File: src/rtl/mem_sort_ctrl.sv
// mem_sort_ctrl
//   In-place bubble-sort initiator. Owns a single-port word memory while
//   busy_o is high: reads adjacent word pairs, compares them (unsigned),
//   writes them back swapped when out of order, and repeats passes until a
//   pass makes no swap or the last pass is reached.
//
// Ports
//   clk_i        clock, rising edge
//   rst_ni       asynchronous active-low reset
//   start_i      sort request, sampled only in IDLE
//   desc_i       order select sampled with start_i (0 ascending, 1 descending)
//   busy_o       high from the cycle after an accepted start through DONE
//   done_o       one-cycle pulse in DONE
//   swap_cnt_o   swaps in the current/last sort, saturating
//   mem_addr_o   memory address
//   mem_wdata_o  memory write data
//   mem_we_o     memory write strobe
//   mem_re_o     memory read strobe
//   mem_en_o     memory enable, active-low
//   mem_rdata_i  memory read data, combinational in the read cycle
module mem_sort_ctrl #(
    parameter int SIZE   = 8,
    parameter int ADDR_W = $clog2(SIZE) + 1
) (
    input  logic              clk_i,
    input  logic              rst_ni,
    input  logic              start_i,
    input  logic              desc_i,
    output logic              busy_o,
    output logic              done_o,
    output logic [15:0]       swap_cnt_o,
    output logic [ADDR_W-1:0] mem_addr_o,
    output logic [31:0]       mem_wdata_o,
    output logic              mem_we_o,
    output logic              mem_re_o,
    output logic              mem_en_o,
    input  logic [31:0]       mem_rdata_i
);

    typedef enum logic [2:0] {
        S_IDLE,
        S_RD_A,
        S_RD_B,
        S_CMP,
        S_WR_A,
        S_WR_B,
        S_PASS_END,
        S_DONE
    } state_t;

    // A single word is already sorted: go straight to DONE.
    localparam bit                SINGLE = (SIZE == 1);
    // Index of the final pass (SIZE-2); unused when SIZE is 1.
    localparam logic [ADDR_W-1:0] LAST_P = (SIZE >= 2) ? ADDR_W'(SIZE - 2) : '0;

    state_t            state_q, state_d;
    logic [ADDR_W-1:0] p_q, p_d;
    logic [ADDR_W-1:0] i_q, i_d;
    logic [31:0]       a_q, a_d;
    logic [31:0]       b_q, b_d;
    logic              swapped_q, swapped_d;
    logic              desc_q, desc_d;
    logic [15:0]       swap_cnt_q, swap_cnt_d;

    logic [ADDR_W-1:0] i_next;
    logic              last_pair;
    logic              swap_req;

    assign i_next    = i_q + ADDR_W'(1);
    // Pass p compares pairs 0..SIZE-2-p; the tail is already in place.
    assign last_pair = (i_q == (LAST_P - p_q));
    assign swap_req  = desc_q ? (a_q < b_q) : (a_q > b_q);

    assign swap_cnt_o = swap_cnt_q;

    always_ff @(posedge clk_i or negedge rst_ni) begin
        if (!rst_ni) begin
            state_q    <= S_IDLE;
            p_q        <= '0;
            i_q        <= '0;
            a_q        <= '0;
            b_q        <= '0;
            swapped_q  <= 1'b0;
            desc_q     <= 1'b0;
            swap_cnt_q <= '0;
        end else begin
            state_q    <= state_d;
            p_q        <= p_d;
            i_q        <= i_d;
            a_q        <= a_d;
            b_q        <= b_d;
            swapped_q  <= swapped_d;
            desc_q     <= desc_d;
            swap_cnt_q <= swap_cnt_d;
        end
    end

    // Outputs are decoded from state and registers only; mem_rdata_i only
    // feeds the operand registers.
    always_comb begin
        state_d     = state_q;
        p_d         = p_q;
        i_d         = i_q;
        a_d         = a_q;
        b_d         = b_q;
        swapped_d   = swapped_q;
        desc_d      = desc_q;
        swap_cnt_d  = swap_cnt_q;

        busy_o      = (state_q != S_IDLE);
        done_o      = 1'b0;
        mem_addr_o  = '0;
        mem_wdata_o = '0;
        mem_we_o    = 1'b0;
        mem_re_o    = 1'b0;
        mem_en_o    = 1'b1;

        unique case (state_q)
            S_IDLE: begin
                if (start_i) begin
                    swap_cnt_d = '0;
                    p_d        = '0;
                    i_d        = '0;
                    swapped_d  = 1'b0;
                    desc_d     = desc_i;
                    state_d    = SINGLE ? S_DONE : S_RD_A;
                end
            end

            S_RD_A: begin
                mem_addr_o = i_q;
                mem_re_o   = 1'b1;
                mem_en_o   = 1'b0;
                a_d        = mem_rdata_i;
                state_d    = S_RD_B;
            end

            S_RD_B: begin
                mem_addr_o = i_next;
                mem_re_o   = 1'b1;
                mem_en_o   = 1'b0;
                b_d        = mem_rdata_i;
                state_d    = S_CMP;
            end

            S_CMP: begin
                if (swap_req) begin
                    state_d = S_WR_A;
                end else if (last_pair) begin
                    state_d = S_PASS_END;
                end else begin
                    i_d     = i_next;
                    state_d = S_RD_A;
                end
            end

            S_WR_A: begin
                mem_addr_o  = i_q;
                mem_wdata_o = b_q;
                mem_we_o    = 1'b1;
                mem_en_o    = 1'b0;
                state_d     = S_WR_B;
            end

            S_WR_B: begin
                mem_addr_o  = i_next;
                mem_wdata_o = a_q;
                mem_we_o    = 1'b1;
                mem_en_o    = 1'b0;
                swapped_d   = 1'b1;
                if (swap_cnt_q != 16'hFFFF) begin
                    swap_cnt_d = swap_cnt_q + 16'd1;
                end
                if (last_pair) begin
                    state_d = S_PASS_END;
                end else begin
                    i_d     = i_next;
                    state_d = S_RD_A;
                end
            end

            S_PASS_END: begin
                if (!swapped_q || (p_q == LAST_P)) begin
                    state_d = S_DONE;
                end else begin
                    p_d       = p_q + ADDR_W'(1);
                    i_d       = '0;
                    swapped_d = 1'b0;
                    state_d   = S_RD_A;
                end
            end

            S_DONE: begin
                done_o  = 1'b1;
                state_d = S_IDLE;
            end

            default: begin
                state_d = S_IDLE;
            end
        endcase
    end

endmodule

File: config.mk
export PLATFORM = sky130hd
export DESIGN_NAME = mem_sort_ctrl
export DESIGN_NICKNAME = d
export VERILOG_FILES = /design/src/rtl/mem_sort_ctrl.sv
export SDC_FILE = /design/constraint.sdc
export NUM_CORES = 1
export LEC_CHECK = 0
export CORE_ASPECT_RATIO = 0.5
export CORE_MARGIN = 2
export CORE_UTILIZATION = 57
export DETAILED_ROUTE_END_ITERATION = 12
export MAX_ROUTING_LAYER = met4
export PLACE_DENSITY = 0.85
export SLEW_MARGIN = 30
export SYNTH_ARGS = -nofsm -noshare
export SYNTH_HDL_FRONTEND = slang
export SYNTH_SLANG_ARGS = --single-unit
File: constraint.sdc
create_clock -name clk_i -period 4.3 [get_ports clk_i]
set_input_delay 0.645 -clock clk_i [delete_from_list [all_inputs] [get_ports clk_i]]
set_output_delay 0.645 -clock clk_i [all_outputs]
set_load 0.01 [all_outputs]
==> results of run 1 <==
## cell type report
class,instances,area (um2),share of cell area (%)
clock buffer,10,229.0,3.375
sequential,93,2328,34.32
tap,121,151.4,2.231
multi-input combinational,413,2861,42.17
clock inverter,5,85.08,1.254
inverter,40,150.1,2.213
timing repair buffer,97,979.7,14.44
## worst paths after layout
check                      slack (ns)         endpoint       start  cells after the start
setup / recovery                 1.09  mem_wdata_o[12]  state_q[0]                      4
hold / removal                   0.32           b_q[9]      rst_ni                      1
setup reg to reg                 1.43           i_q[2]     b_q[14]                     10
hold reg to reg                  0.53        swapped_q   swapped_q                      2
max in group asynchronous        3.22          b_q[22]      rst_ni                      2
min in group clk_i               0.53        swapped_q   swapped_q                      2
## per-stage QoR
step | area, um2 | hold slack, ns | total power [mW] | instances
after floorplan | 5421 | 0.3494 | 3.198 | 572
after global placement | 6440 | 0.5071 | 3.824 | 763
after detailed placement | 6467 | 0.5165 | 3.960 | 764
after CTS | 6782 | 0.4722 | 4.853 | 779
after global routing | 6785 | 0.3676 | 5.217 | 779
final | 6785 | 0.3196 | 4.847 | 779
## kinds of logic (layout without fill, tap and decap cells)
group / after synthesis / in the layout / share of synthesized area (%)
compound gates: 110 / 110 / 12.62
xor+xnor: 21 / 21 / 3.393
fa+ha+maj: 37 / 37 / 8.539
buf+inv: 66 / 152 / 4.569
flops: 93 / 93 / 42.93
mux: 66 / 66 / 12.95
simple gates: 179 / 179 / 15.00
## flip-flops by register name (all words and copies together) (netlist names)
name	flops
a_q	32
b_q	32
desc_q	1
i_q	4
p_q	4
state_q	3
swap_cnt_o	16
swapped_q	1
## power by group
part	total (mW)	leakage, nW	internal, mW	switching [mW]
sequential	1.61	1.16	1.24	0.377
clock	0.844	0.149	0.509	0.334
combinational	2.39	1.70	1.11	1.28
## synth_stat cells, types with 2 or more instances
master,instances
a211oi_2,2
a21boi_0,2
a21o_1,3
a21oi_1,21
a22o_1,2
a32o_1,2
a32oi_1,2
and2_1,2
and3_1,5
clkbuf_1,25
dfrtp_1,93
ha_1,37
inv_1,39
mux2_2,33
mux2i_1,33
nand2_1,67
nand2b_1,2
nand3_1,16
nand4_1,14
nor2_1,55
nor3_1,6
nor4_1,3
o21a_1,2
o21ai_0,50
o21ai_1,3
o22ai_1,5
o31ai_1,2
o31ai_2,2
or3_1,4
xnor2_1,7
xor2_1,14
## layer usage
metal	up-vias	GRT usage, %
met1	2223	32.84
li1	2169	-
met4	0	7.333
met2	103	43.42
met3	21	5.184
met5	-	-
## worst max-delay path, delay by kind of cell (launching register included)
kind	cells	cell delay [ns]
buffers and inverters	2	1.09
flip-flops	1	0.80
multiplexers	1	0.17
AND/OR/NAND/NOR	1	0.14
==> summary.md, run 1 <==
| Metric | Value |
|---|---|
| Largest cells by area after synthesis | dfrtp_1 43%, ha_1 8.5%, mux2_2 6.9% |
| Cts bufs inserted | 9 |
| Worst-Skew Late Latency | 0.34 ns |
| Hold_buf cts | 0 |
| Area Overhead vs Synth | 25.16% |
| Post-Synthesis Net Count | 645 |
| Fin nets | 727 |
| Clock Skews | 0.004792 ns |
| Die Area | 0.01035 mm2 |
| RSZ-0062 raised after global routing | false |
| Largest net degree at the start of global routing | 73 |
| Core Area | 0.009353 mm2 |
| Crit path time final | 3.209 ns |
| Clk buf depth | 2 |
| RePlAce Congestion | 0.9287 |
| Synthesized area | 0.005421 mm2 |
| FP Rows | 25 |
| Root Driver | clkbuf_16 |
| Syn Area/Cell | 9.478 um2 |
| Slew Limit Fails | 0 |
| Max VDD drop | 318.1 uV |
| TritonRoute pass-1 iters | 5 |
| Fmax | 311.6 MHz |
| Period utilization | 74.63% |
| Gr usage total | 25.97% |
| Library cells used by synthesis | 50 |
| Highest Signal Layer | met4 |
| Via count | 4516 |
| CP Cell Sequence | buf_4 > mux2i_1 > nor2_1 > clkdlybuf4s50_1 |
| EDFF count, synth | 0 |
| Worst Path Class, Setup | reg2out |
| Antenna diodes | 0 |
| FILL cells | 658 |
| Startpoint Class | flop |
| Clk sinks | 93 |
| Final Worst Setup Slack | 1.091 ns |
| # IOs | 93 |
| Status | complete, no violations |
| Cells after synthesis | 572 |
| CTS tree | yes |
| Pre-CTS setup slack | 1.475 ns |
| First-pass GRT wire length | 20470 um |
| Initial antenna violation count | 0 |
| Worst EP required | 3.65 ns |
| IO buf count | 92 |
| Setup crit end kind | output port |
| Critical Path Fanout Max | 31 |
| Core Util, Final | 72.55% |
| Commonest non-fill, non-tap cells in the layout | 92 x dfrtp_1, 91 x clkdlybuf4s50_1, 67 x nand2_1 |
| H-tree lvl count | 3 |
| M1 WL | 5685 um |
| Register area share after synthesis | 42.93% |
| Total wire length | 12620 um |
| Hpwl dp | 8767 um |
| Wire length per cell | 16.20 um |
| Die height | 72.96 um |
| Initial core utilization | 57.97% |
| Layout cells sized above 1 | 9.878% |
| Synth Register Bits | 93 |
| 1st-iter DRT viols | 329 |
| CTS clock-pin slew for the worst setup and hold paths | 0.06 ns |
| Postcts setup bufs | 0 |
| YS warnings | 0 |
| Post-route ant nets | 0 |
| Die X-Extent | 141.9 um |
| Cell Pwr Density | 714.4 mW/mm2 |
| Met3 routed WL | 592 um |
| Slowest cell on the critical path | dfrtp_2 |
| Final setup viols | 0 |
| Most common cell after layout, fill and taps aside | dfrtp_1 |
| Vias in the first global route | 4313 |
| Final number of hold-violating endpoints | 0 |
| Vias per cell | 5.797 |
| Post-synth top area cell | dfrtp_1 |
| DRC viols | 0 |
| Setup_tns | 0 ns |
| Synth top area share | 42.93% |
| Leakage | 3.007 nW |
| HP Class | in2async |
| Post-CTS sizing | 0 |
| Arrival @ worst endpoint | 2.56 ns |
| Met2 Wirelength | 6130 um |
| Slew at the pin closest to its max-slew limit | 0.9051 ns |
| Global route overflow | 0 |
| Max-Slew Margin vs Limit | 39.12% |
| Maxcap violations | 0 |
| Delay of the slowest cell on the worst path | 0.80 ns |
| Post-synth ARST share | 100.0% |
| Predominant post-synthesis flop cell | dfrtp_1 |
Note: power is estimated with default switching activity, not from simulation.
==> inputs of run 2 (changes only) <==
--- a/config.mk
+++ b/config.mk
@@ -7,10 +7,10 @@
 export LEC_CHECK = 0
 export CORE_ASPECT_RATIO = 0.5
 export CORE_MARGIN = 2
-export CORE_UTILIZATION = 57
+export CORE_UTILIZATION = 54
 export DETAILED_ROUTE_END_ITERATION = 12
 export MAX_ROUTING_LAYER = met4
-export PLACE_DENSITY = 0.85
+export PLACE_DENSITY = 0.81
 export SLEW_MARGIN = 30
 export SYNTH_ARGS = -nofsm -noshare
 export SYNTH_HDL_FRONTEND = slang
==> constraint.sdc (replaced) <==
create_clock -name clk_i -period 3.05 [get_ports clk_i]
set_input_delay 0.4575 -clock clk_i [delete_from_list [all_inputs] [get_ports clk_i]]
set_output_delay 0.4575 -clock clk_i [all_outputs]
set_load 0.01 [all_outputs]
==> summary.md, run 2 (synthesis gave the netlist of run 1 again) <==
| Metric | Value |
|---|---|
| Period utilization | 91.79% |
| CTS tree | yes |
| H-tree lvl count | 3 |
| Global route overflow | 0 |
| Fmax | 357.2 MHz |
| Crit path time final | 2.800 ns |
| FP Rows | 25 |
| Arrival @ worst endpoint | 3.03 ns |
| IO buf count | 92 |
| Cts bufs inserted | 9 |
| Seq. cell area | 0.002328 mm2 |
| Worst EP required | 3.28 ns |
| RSZ-0062 raised after global routing | false |
| Core Util, Final | 71.64% |
| Startpoint Class | flop |
| Slew Limit Fails | 0 |
| R2r startpoint | b_q[30] |
| Antenna diodes | 0 |
| Leakage | 3.060 nW |
| Crit path from | b_q[30] |
| Vias per cell | 5.723 |
| Hold_buf cts | 0 |
| Core Area | 0.009603 mm2 |
| RePlAce Congestion | 0.8524 |
| Final number of hold-violating endpoints | 0 |
| Layout cells sized above 1 | 11.24% |
| Multi-input logic area | 0.002861 mm2 |
| Cell Pwr Density | 1012 mW/mm2 |
| Status | complete, no violations |
| Die height | 74.85 um |
| Post-route ant nets | 0 |
| Area Overhead vs Synth | 26.89% |
| FILL cells | 739 |
| Critical Path Fanout Max | 8 |
| Setup crit end kind | flop |
| First-pass GRT wire length | 21160 um |
| Hpwl dp | 9178 um |
| Max VDD drop | 517.2 uV |
| TritonRoute pass-1 iters | 5 |
| Root Driver | clkbuf_16 |
| Die Area | 0.01091 mm2 |
| Gr usage total | 25.21% |
| Placed cell count | 786 |
| Final setup viols | 0 |
| Largest net degree at the start of global routing | 53 |
| Post-CTS sizing | 0 |
| Non-Filler Instances | 802 |
| Initial antenna violation count | 0 |
| CTS clock-pin slew for the worst setup and hold paths | 0.07 ns |
| DRC viols | 0 |
| Die X-Extent | 145.7 um |
| # IOs | 93 |
| Clk sinks | 93 |
| Total wire length | 12840 um |
| Vias in the first global route | 4352 |
| Commonest non-fill, non-tap cells in the layout | 92 x dfrtp_1, 91 x clkdlybuf4s50_1, 67 x nand2_1 |
| Worst-Skew Late Latency | 0.35 ns |
| Setup_tns | 0 ns |
| Slew at the pin closest to its max-slew limit | 0.6640 ns |
| Wire length per cell | 16.01 um |
| Initial core utilization | 56.46% |
| HP Class | in2async |
| Maxcap violations | 0 |
| Worst Path Class, Setup | reg2reg |
| Postcts setup bufs | 0 |
| Most common cell after layout, fill and taps aside | dfrtp_1 |
| Hold Slack | 0.1372 ns |
| Fin nets | 735 |
| Max-Slew Margin vs Limit | 55.74% |
| Via count | 4590 |
| 1st-iter DRT viols | 271 |
| Clock Skews | 0.007280 ns |
| Clk buf depth | 2 |
-- run 2: layer usage --
metal / wire [um] / global-route usage [%] / part of all wire [%]
met5: 0 / - / 0
met2: 6105 / 41.14 / 48
met1: 5953 / 32.87 / 46
met3: 629 / 4.667 / 4.9
met4: 150 / 7.516 / 1.2
-- run 2: critical path, cell delays in order, from the launching register on --
cell	delay (ns)
dfrtp_1	0.37
inv_1	0.07
ha_1	0.32
nand4_1	0.21
nor4_2	0.49
o311a_1	0.26
a211oi_2	0.07
o31ai_2	0.53
nand2_1	0.13
a32o_1	0.24
-- run 2: where the power goes --
group | internal (mW) | total [mW] | switching, mW
clock network | 0.731 | 1.24 | 0.507
registers | 1.74 | 2.18 | 0.434
logic | 1.61 | 3.55 | 1.93
-- run 2: cell type report --
type	count	share of cell area, %
clock buffer	9	3.274
clock inverter	7	1.510
inverter	40	2.183
multi-input combinational	413	41.60
sequential	93	33.85
tap	135	2.455
timing repair buffer	105	15.13
-- run 2: per-stage QoR --
step | worst slack [ns] | total power [mW] | cell area [um2]
CTS | 0.2847 | 6.961 | 6879
detailed placement | 0.3308 | 5.677 | 6550
finish | 0.2504 | 6.962 | 6879
global route | 0.09399 | 7.483 | 6879
floorplan | 0.5673 | 4.509 | 5421
global placement | 0.4257 | 5.546 | 6550
-- run 2: final timing paths --
check                          to  slack [ns]  depth (start not counted)
max in group asynchronous  i_q[1]        2.21                          2
max                        i_q[3]        0.25                          9
min in group clk_i         b_q[0]        0.54                          2
min reg2reg                b_q[0]        0.54                          2
min                        b_q[8]        0.14                          1
max reg2reg                i_q[3]        0.25                          9
==> inputs of run 3 (changes only) <==
--- a/config.mk
+++ b/config.mk
@@ -11,6 +11,7 @@
 export DETAILED_ROUTE_END_ITERATION = 12
 export MAX_ROUTING_LAYER = met4
 export PLACE_DENSITY = 0.81
+export SKIP_LAST_GASP = 1
 export SLEW_MARGIN = 30
 export SYNTH_ARGS = -nofsm -noshare
 export SYNTH_HDL_FRONTEND = slang
==> results of run 3 <==
Final layout, timing and power as in run 2 (identical DEF).
